===== config.mk =====
export PLATFORM = sky130hd
export DESIGN_NAME = rv32i_gcd_ctrl
export DESIGN_NICKNAME = d
export VERILOG_FILES = /design/src/rtl/rv32i_gcd_pkg.sv /design/src/rtl/rv32i_gcd_timeout_cnt.sv /design/src/rtl/rv32i_gcd_ctrl.sv
export SDC_FILE = /design/constraint.sdc
export NUM_CORES = 1
export LEC_CHECK = 0
export BUFFER_PORTS_ARGS = -buffer_cell sky130_fd_sc_hd__buf_2
export CORE_MARGIN = 2
export CORE_UTILIZATION = 25
export CTS_CLUSTER_SIZE = 40
export DETAILED_ROUTE_END_ITERATION = 8
export PLACE_DENSITY = 0.5
export SYNTH_ARGS = -nofsm -noshare
export SYNTH_HDL_FRONTEND = slang
export SYNTH_SLANG_ARGS = --single-unit

===== constraint.sdc =====
create_clock -name clk -period 2.25 [get_ports clk]
set_input_delay 0.1125 -clock clk [delete_from_list [all_inputs] [get_ports clk]]
set_output_delay 0.1125 -clock clk [all_outputs]
set_load 0.1 [all_outputs]

===== src/rtl/rv32i_gcd_pkg.sv =====
`default_nettype none
// ============================================================================
//  Module   : rv32i_gcd_pkg
//  Purpose  : Shared definitions for the RV32I GCD offload controller:
//             controller state encoding, the register-file slots used for
//             the software handshake with the core, and the length of the
//             core reset pulse.
//  Revision : 1.0  initial release
// ============================================================================
package rv32i_gcd_pkg;

  // Controller states, encoded explicitly on 2 bits.
  typedef enum logic [1:0] {
    ST_IDLE   = 2'd0,
    ST_LAUNCH = 2'd1,
    ST_RUN    = 2'd2,
    ST_RESP   = 2'd3
  } gcd_state_e;

  // Register-file slots of the GCD program running on the core.
  localparam logic [4:0] GCD_RESULT_REG = 5'd10;  // a0: result written here
  localparam logic [4:0] GCD_A_REG      = 5'd28;  // t3: operand A
  localparam logic [4:0] GCD_B_REG      = 5'd29;  // t4: operand B
  localparam logic [4:0] GCD_START_REG  = 5'd31;  // t6: start flag

  // Number of cycles the core is held in reset before each calculation.
  localparam int LAUNCH_CYCLES = 2;

endpackage : rv32i_gcd_pkg
`default_nettype wire


===== src/rtl/rv32i_gcd_timeout_cnt.sv =====
`default_nettype none
// ============================================================================
//  Module   : rv32i_gcd_timeout_cnt
//  Purpose  : Cycle budget counter for the RUN phase. Counts enabled cycles
//             from zero and flags expiry when the count reaches
//             TIMEOUT_CYCLES-1. The count saturates there and never wraps.
//  Ports    : clk     - clock, rising edge
//             rst_n   - asynchronous active-low reset
//             clear   - synchronous clear (has priority over enable)
//             enable  - advance the count by one
//             expired - count equals TIMEOUT_CYCLES-1
//  Revision : 1.0  initial release
// ============================================================================
module rv32i_gcd_timeout_cnt #(
  parameter int TIMEOUT_CYCLES = 65536
) (
  input  logic clk,
  input  logic rst_n,
  input  logic clear,
  input  logic enable,
  output logic expired
);

  localparam int            c_CNT_W      = $clog2(TIMEOUT_CYCLES);
  localparam logic [c_CNT_W-1:0] c_LAST_COUNT = c_CNT_W'(TIMEOUT_CYCLES - 1);

  logic [c_CNT_W-1:0] r_count;

  always_ff @(posedge clk or negedge rst_n) begin
    if (!rst_n) begin
      r_count <= '0;
    end else if (clear) begin
      r_count <= '0;
    end else if (enable && !expired) begin
      // Holding at the last value keeps expired asserted instead of wrapping.
      r_count <= r_count + 1'b1;
    end
  end

  assign expired = (r_count == c_LAST_COUNT);

endmodule : rv32i_gcd_timeout_cnt
`default_nettype wire


===== src/rtl/rv32i_gcd_ctrl.sv =====
`default_nettype none
// ============================================================================
//  Module   : rv32i_gcd_ctrl
//  Purpose  : Wraps an RV32I core running a GCD program as a request/response
//             accelerator. On an accepted request the operands are presented
//             to the core's register file, the core is pulsed through reset,
//             and the controller then watches register-file writes for the
//             result. A trivial request (either operand zero) is answered
//             without touching the core. A cycle budget aborts a hung core.
//  Ports    : clk, rst_n                 - clock / async active-low reset
//             req_valid/req_ready/req_a/req_b
//                                         - operand request handshake
//             resp_valid/resp_ready/resp_result/resp_timeout
//                                         - result handshake
//             core_rst_n                  - reset to the CPU core
//             calc_start, gcd_a, gcd_b    - values forced into the regfile
//             wb_we, wb_addr, wb_data     - snoop of regfile writes
//  Revision : 1.0  initial release
// ============================================================================
module rv32i_gcd_ctrl
  import rv32i_gcd_pkg::*;
#(
  parameter int         TIMEOUT_CYCLES = 65536,
  parameter logic [4:0] RESULT_REG     = GCD_RESULT_REG
) (
  input  logic        clk,
  input  logic        rst_n,
  input  logic        req_valid,
  output logic        req_ready,
  input  logic [31:0] req_a,
  input  logic [31:0] req_b,
  output logic        resp_valid,
  input  logic        resp_ready,
  output logic [31:0] resp_result,
  output logic        resp_timeout,
  output logic        core_rst_n,
  output logic        calc_start,
  output logic [31:0] gcd_a,
  output logic [31:0] gcd_b,
  input  logic        wb_we,
  input  logic [4:0]  wb_addr,
  input  logic [31:0] wb_data
);

  localparam int                 c_LCNT_W     = (LAUNCH_CYCLES > 1) ? $clog2(LAUNCH_CYCLES) : 1;
  localparam logic [c_LCNT_W-1:0] c_LAUNCH_LAST = c_LCNT_W'(LAUNCH_CYCLES - 1);
  // A result register of x0 can never be observed, so it disables capture.
  localparam logic               c_CAPTURE_EN = (RESULT_REG != 5'd0);

  gcd_state_e          r_state;
  gcd_state_e          w_next_state;
  logic [c_LCNT_W-1:0] r_launch_cnt;
  logic [31:0]         r_gcd_a;
  logic [31:0]         r_gcd_b;
  logic [31:0]         r_result;
  logic                r_timeout;
  logic                r_core_rst_n;

  logic w_accept;
  logic w_zero_op;
  logic w_wb_hit;
  logic w_expired;
  logic w_in_run;

  assign w_in_run  = (r_state == ST_RUN);
  assign w_accept  = req_valid && (r_state == ST_IDLE);
  assign w_zero_op = (req_a == 32'd0) || (req_b == 32'd0);
  // Snooped writes only matter while the core is actually computing.
  assign w_wb_hit  = w_in_run && c_CAPTURE_EN && wb_we && (wb_addr == RESULT_REG);

  rv32i_gcd_timeout_cnt #(
    .TIMEOUT_CYCLES (TIMEOUT_CYCLES)
  ) u_timeout_cnt (
    .clk     (clk),
    .rst_n   (rst_n),
    .clear   (!w_in_run),
    .enable  (w_in_run),
    .expired (w_expired)
  );

  // --------------------------------------------------------------------------
  // State register
  // --------------------------------------------------------------------------
  always_ff @(posedge clk or negedge rst_n) begin
    if (!rst_n) begin
      r_state <= ST_IDLE;
    end else begin
      r_state <= w_next_state;
    end
  end

  // --------------------------------------------------------------------------
  // Next-state logic
  // --------------------------------------------------------------------------
  always_comb begin
    w_next_state = r_state;
    case (r_state)
      ST_IDLE: begin
        if (w_accept) begin
          w_next_state = w_zero_op ? ST_RESP : ST_LAUNCH;
        end
      end
      ST_LAUNCH: begin
        if (r_launch_cnt == c_LAUNCH_LAST) begin
          w_next_state = ST_RUN;
        end
      end
      ST_RUN: begin
        if (w_wb_hit || w_expired) begin
          w_next_state = ST_RESP;
        end
      end
      ST_RESP: begin
        if (resp_ready) begin
          w_next_state = ST_IDLE;
        end
      end
      default: begin
        w_next_state = ST_IDLE;
      end
    endcase
  end

  // --------------------------------------------------------------------------
  // Datapath registers
  // --------------------------------------------------------------------------
  always_ff @(posedge clk or negedge rst_n) begin
    if (!rst_n) begin
      r_launch_cnt <= '0;
      r_gcd_a      <= '0;
      r_gcd_b      <= '0;
      r_result     <= '0;
      r_timeout    <= 1'b0;
      r_core_rst_n <= 1'b0;
    end else begin
      // Registered from the next state so the core reset lines up exactly
      // with the LAUNCH cycles and releases one edge after rst_n rises.
      r_core_rst_n <= (w_next_state != ST_LAUNCH);

      if (w_accept) begin
        r_gcd_a      <= req_a;
        r_gcd_b      <= req_b;
        r_launch_cnt <= '0;
        if (w_zero_op) begin
          // gcd(0,x)=x; both zero falls out naturally as 0.
          r_result  <= (req_a == 32'd0) ? req_b : req_a;
          r_timeout <= 1'b0;
        end
      end

      if (r_state == ST_LAUNCH) begin
        r_launch_cnt <= r_launch_cnt + 1'b1;
      end

      if (w_in_run) begin
        // A result write in the expiry cycle wins over the timeout.
        if (w_wb_hit) begin
          r_result  <= wb_data;
          r_timeout <= 1'b0;
        end else if (w_expired) begin
          r_result  <= '0;
          r_timeout <= 1'b1;
        end
      end
    end
  end

  // --------------------------------------------------------------------------
  // Outputs: all decoded from registered state only
  // --------------------------------------------------------------------------
  assign req_ready    = (r_state == ST_IDLE);
  assign resp_valid   = (r_state == ST_RESP);
  assign calc_start   = w_in_run;
  assign resp_result  = r_result;
  assign resp_timeout = r_timeout;
  assign core_rst_n   = r_core_rst_n;
  assign gcd_a        = r_gcd_a;
  assign gcd_b        = r_gcd_b;

endmodule : rv32i_gcd_ctrl
`default_nettype wire


## After elaboration in Yosys (flattened, before gate mapping)

Cells that the tools add are included.

- Word-level logic and storage cells: 49
- Register bits after elaboration: 117

- $add $sub $neg: 2
- Mux-type cells: 21
- Reduce and logical (&&, ||, !) cells: 11
- Equality and inequality tests: 7

Operators by type and width:

| kind | count |
|---|---|
| $mux W32 | 6 |
| $logic_not A32 Y1 | 2 |
| $mux W16 | 2 |
| $add A16 B1 Y16 const B | 1 |
| $eq A16 B16 Y1 const B | 1 |
| $mux W2 | 5 |
| $pmux W2 S4 | 1 |
| $mux W1 | 7 |
| $eq A5 B4 Y1 const B | 1 |
| $eq A2 B2 Y1 const B | 2 |
| $logic_and A1 B1 Y1 | 4 |
| $eq A2 B1 Y1 const B | 1 |
| $logic_not A2 Y1 | 1 |
| $logic_or A1 B1 Y1 | 2 |
| $ne A2 B1 Y1 const B | 1 |
| $ne A2 B2 Y1 const B | 1 |
| $reduce_bool A2 Y1 | 1 |
| $add A1 B1 Y1 const B | 1 |
| $logic_not A1 Y1 | 1 |

## Logic depth before layout (Yosys ltp)

- Depth after elaboration: 7
- Depth in mapped cells: 8
- Mapped depth without buffers: 6

## Hierarchy

From an unflattened synthesis, not the netlist that was laid out.

- Cell total of the unflattened synthesis: 436
- Area total of the unflattened synthesis: 5716.7 sq um

By module, submodules not included:

| module | instances | area an instance (sq um) | cells each | sequential area each (sq um) |
|---|---|---|---|---|
| rv32i_gcd_ctrl | 1 | 4757.1 | 334 | 2527.4 |
| rv32i_gcd_timeout_cnt | 1 | 959.7 | 102 | 400.4 |

## Least setup slack after synthesis

No wires, ideal clock.

- Kind: reg2reg
- From: register r_state[0]
- To: register r_result[21] (netlist: resp_result[21])
- Library setup time: 0.081 ns
- Setup slack: -0.727 ns
- Buffers on the path: 4
- Cell stages (with the launch flop): 9
- Arrival: 2.896 ns
- Cell sequence: dfrtp_1 buf_2 nor2_1 and2_1 buf_2 buf_2 clkbuf_1 o211ai_1 o211ai_2

- Cells in the longest elaborated chain, start to end: 6
- Elaborated cells on any way between the ends: 9
- Classes of those cells: eq/ne: 1; mux: 4; reduce/logical: 4

RTL lines:

| element | RTL line | text |
|---|---|---|
| start: declaration | rv32i_gcd_ctrl.sv:50 | `gcd_state_e r_state;` |
| start signal: assignment | rv32i_gcd_ctrl.sv:88 | `r_state <= w_next_state;` |
| $logic_not A2 Y1 * | n/a |  |
| net req_ready | rv32i_gcd_ctrl.sv:29 | `output logic req_ready,` |
| $logic_and A1 B1 Y1 * | rv32i_gcd_ctrl.sv:66 | `assign w_accept = req_valid && (r_state == ST_IDLE);` |
| $mux W32 * | rv32i_gcd_ctrl.sv:140 | `if (w_accept) begin` |
| $mux W32 | rv32i_gcd_ctrl.sv:160 | `end else if (w_expired) begin` |
| $mux W32 | rv32i_gcd_ctrl.sv:157 | `if (w_wb_hit) begin` |
| $mux W32 * | rv32i_gcd_ctrl.sv:155 | `if (w_in_run) begin` |
| end signal: assignment | rv32i_gcd_ctrl.sv:146 | `r_result <= (req_a == 32'd0) ? req_b : req_a;` |
| end signal: assignment | rv32i_gcd_ctrl.sv:158 | `r_result <= wb_data;` |
| end: declaration | rv32i_gcd_ctrl.sv:55 | `logic [31:0] r_result;` |

The timed path passes the listed nets; every way through them passes the cells marked *.
A chain may end at the register's enable or synchronous reset.

## Worst setup path in the final report

- From: input port req_a[11]
- To: register r_result[10] (netlist: resp_result[10])

- Cells in the longest elaborated chain, start to end: 7
- Elaborated cells on any way between the ends: 8
- Classes of those cells: mux: 6; reduce/logical: 2

RTL lines:

| element | RTL line | text |
|---|---|---|
| start: declaration | rv32i_gcd_ctrl.sv:30 | `input logic [31:0] req_a,` |
| $logic_not A32 Y1 * | rv32i_gcd_ctrl.sv:67, rv32i_gcd_ctrl.sv:146 |  |
| $mux W32 / $logic_or A1 B1 Y1 (equally long branches) | rv32i_gcd_ctrl.sv:146, rv32i_gcd_ctrl.sv:67 |  |
| $mux W32 * | rv32i_gcd_ctrl.sv:144 | `if (w_zero_op) begin` |
| $mux W32 * | rv32i_gcd_ctrl.sv:140 |  |
| $mux W32 | rv32i_gcd_ctrl.sv:160 |  |
| $mux W32 | rv32i_gcd_ctrl.sv:157 |  |
| $mux W32 * | rv32i_gcd_ctrl.sv:155 |  |

Every way passes the cells marked *; elsewhere a longest branch is shown, timed or not.

==> results.ini <==
[layout]
multi_input_comb_area_sq_um=2407
synthToLayoutAreaGrowth_pct=56.14
fillerInstances=2140
final_cell_mix=sky130_fd_sc_hd__buf_2 (205), sky130_fd_sc_hd__dfrtp_1 (117), sky130_fd_sc_hd__dlygate4sd3_1 (96)
drive_gt1_frac=0.3381
antenna-diode-count=0
final_common_cell=sky130_fd_sc_hd__buf_2
area.sequential_sq_um=2928
final_layout_net_count=940

[yosys]
mappedNetlistNets=625
ys_async_sr_fraction=1.000
synth-edff-count=0
post_synth_num_cell_types=40
syn-cell-area_sq_um=5572
synthesis.area_per_instance_sq_um=10.76
yosys_most_used_dff=sky130_fd_sc_hd__dfrtp_1
synth-seq-cells=117
synth.yosys.warnings=0
netlist_instances=518
synth_sequential_area_ratio=0.5255

[floorplan]
die_x_microns=153.3
die_h_microns=153.3
ios=207
initial_core_util=0.2553
rows=54
floorplan.core_area_sq_um=21820
dieArea_sq_um=23500

[clock_network]
ctsRootBufferMaster=sky130_fd_sc_hd__clkbuf_16
cts.reportedPaths.clkPinSlew_ns=0.06
cts_buf_count=17
worstSkewPairLatency_ns=0.42
tritoncts=done
clock_tree.buffer_depth=2
tritoncts_num_sinks=117
ctsHtreeMaxLevel=4
post-cts-setup-buffer-count=0

[global_routing]
grt_first_pass_wirelength_microns=30060
grtUsageTotal=0.1638
globalRouteOverflowTotal=0
antenna_found_initial=0
grt_pass1_vias=5350
grt_max_degree=55

[drt]
drtIter0Drc=228
drtAntennaViolNets=0
viasPerCell=4.602
remaining_drc_errors=0
drt_first_pass_iters=4
wl_per_cell_microns=17.13
route.final.wire_length_microns=19280
routed-via-count=5182

[sta]
final_period_minus_worst_setup_slack_ns=2.035
finalSetupViolations=0
clock_skew_ns=0.01638
layout_worst_path_cycle_share=0.9045
worst_slew_margin_rel=0.5676
tightestPinTransition_ns=0.6472
max_clock_freq_mhz=491.4
final_max_slew_viol_count=0
report.final.hold_viol_count=0
setup_repair_after_global_routing_missed_its_margin=no
fin_tns_setup_ns=0

[setup_path]
crit_required_ns=2.58
crit_top_cell=sky130_fd_sc_hd__buf_4
cpMaxStageDelayCell=sky130_fd_sc_hd__dlygate4sd3_1
critical_path_class=in2reg
critPathMaxFanout=25
worstSetupEndpointType=flop
arrival_ns=2.37
timing.critical_path.cells=dlygate4sd3_1, buf_2, nor4_1, buf_4, nand4_1, buf_4, o22ai_4, buf_4, o211ai_1, o211ai_1
timing.critical_path.slowest_cell_delay_ns=0.54
number_of_cells_on_the_worst_reg_to_reg_path=6
timing.critical_path.from_type=input port
regToRegSetupSlack_ns=0.35

[placed_design]
place_congestion=0.7850
detailedPlacementHpwl_microns=13490
port_buffers=206

[run]
number_of_violations_of_the_max_capacitance_limit=0

[run_status]
result_of_the_run=finished, final reports clean

[min_path]
worstHoldPathCells=2
min-delay-path-class=in2reg

-- timing repair --
item	CTS	global route
hold buffers	96	0
setup endpoints to repair	0	32
gates resized for setup	0	3
endpoints found under the hold margin	212	0
-- critical path, delay by kind of cell --
| kind | cells | cell delay (ns) |
|---|---|---|
| buffers and inverters | 5 | 1.40 |
| AOI/OAI and AO/OA | 3 | 0.43 |
| and+or+nand+nor | 2 | 0.41 |
-- registers in the layout, indices dropped and copies added, names as in the netlist --
name and cells:
core_rst_n 1, r_launch_cnt 1, resp_timeout 1, gcd_b 32, r_state 2, resp_result 32
u_timeout_cnt.r_count 16, gcd_a 32
-- worst paths after layout --
path                                       start                         to
min in group asynchronous                  rst_n   resp_result[8]$_DFF_PN0_
setup reg to reg            r_state[0]$_DFF_PN0_       core_rst_n$_DFF_PN0_
max in group asynchronous                  rst_n   r_launch_cnt$_DFFE_PN0P_
hold reg to reg            gcd_b[30]$_DFFE_PN0P_      gcd_b[30]$_DFFE_PN0P_
setup / recovery                       req_a[11]  resp_result[10]$_DFF_PN0_
hold / removal                         req_a[19]      gcd_a[19]$_DFFE_PN0P_
-- cells by family after synthesis --
group	share of synthesized area
AND/OR/NAND/NOR	0.1511
AO/OA/AOI/OAI	0.1179
buffers and inverters	0.05300
multiplexers	0.1329
adder cells (fa/ha/maj)	0.002245
flip-flops	0.5255
XOR/XNOR	0.01729
-- cell usage after synthesis (7+ instances only) --
| master | number | area share |
|---|---|---|
| sky130_fd_sc_hd__dfrtp_1 | 117 | 0.53 |
| sky130_fd_sc_hd__nand4_1 | 9 | 0.010 |
| sky130_fd_sc_hd__mux2_1 | 59 | 0.12 |
| sky130_fd_sc_hd__o211ai_1 | 56 | 0.075 |
| sky130_fd_sc_hd__xnor2_1 | 7 | 0.011 |
| sky130_fd_sc_hd__nor4_1 | 18 | 0.020 |
| sky130_fd_sc_hd__o211ai_2 | 10 | 0.022 |
| sky130_fd_sc_hd__inv_1 | 32 | 0.022 |
| sky130_fd_sc_hd__clkbuf_1 | 15 | 0.010 |
| sky130_fd_sc_hd__nor2_1 | 17 | 0.011 |
| sky130_fd_sc_hd__nor3_1 | 36 | 0.032 |
| sky130_fd_sc_hd__nand2_1 | 73 | 0.049 |
| sky130_fd_sc_hd__buf_2 | 14 | 0.013 |
-- cell type report --
class,instances,share of cell area
clock inverter,9,0.01726
clock buffer,23,0.05379
multi-input combinational,335,0.2767
timing repair buffer,329,0.2612
tap,280,0.04027
inverter,33,0.01424
sequential,117,0.3365
-- per-layer routing --
| layer | share of wire | GRT usage | vias to the layer above | wire length, microns |
|---|---|---|---|---|
| li1 | - | - | 2496 | - |
| met1 | 0.46 | 0.2123 | 2517 | 8837 |
| met2 | 0.48 | 0.2657 | 152 | 9176 |
| met3 | 0.051 | 0.04650 | 17 | 990 |
| met4 | 0.014 | 0.05026 | 0 | 279 |
| met5 | 0 | 0 | - | 0 |
-- through the flow --
stage | area (sq um) | worst slack [ns] | hold WS (ns) | util | instances
floorplan | 5579 | 0.1040 | -0.1831 | - | 518
global placement | 7092 | 0.1204 | 0.05400 | 0.3250 | 997
detailed placement | 7092 | 0.06215 | 0.04903 | 0.3250 | 997
CTS | 8671 | 0.03671 | 0.009866 | 0.3973 | 1125
global route | 8700 | 0.03843 | 0.01493 | 0.3986 | 1126
finish | 8700 | 0.2150 | 0.03067 | 0.3986 | 1126
Power is left out: the tool's default activity adds up to more than one toggle a clock period on the data nets, which glitch-free logic cannot reach.
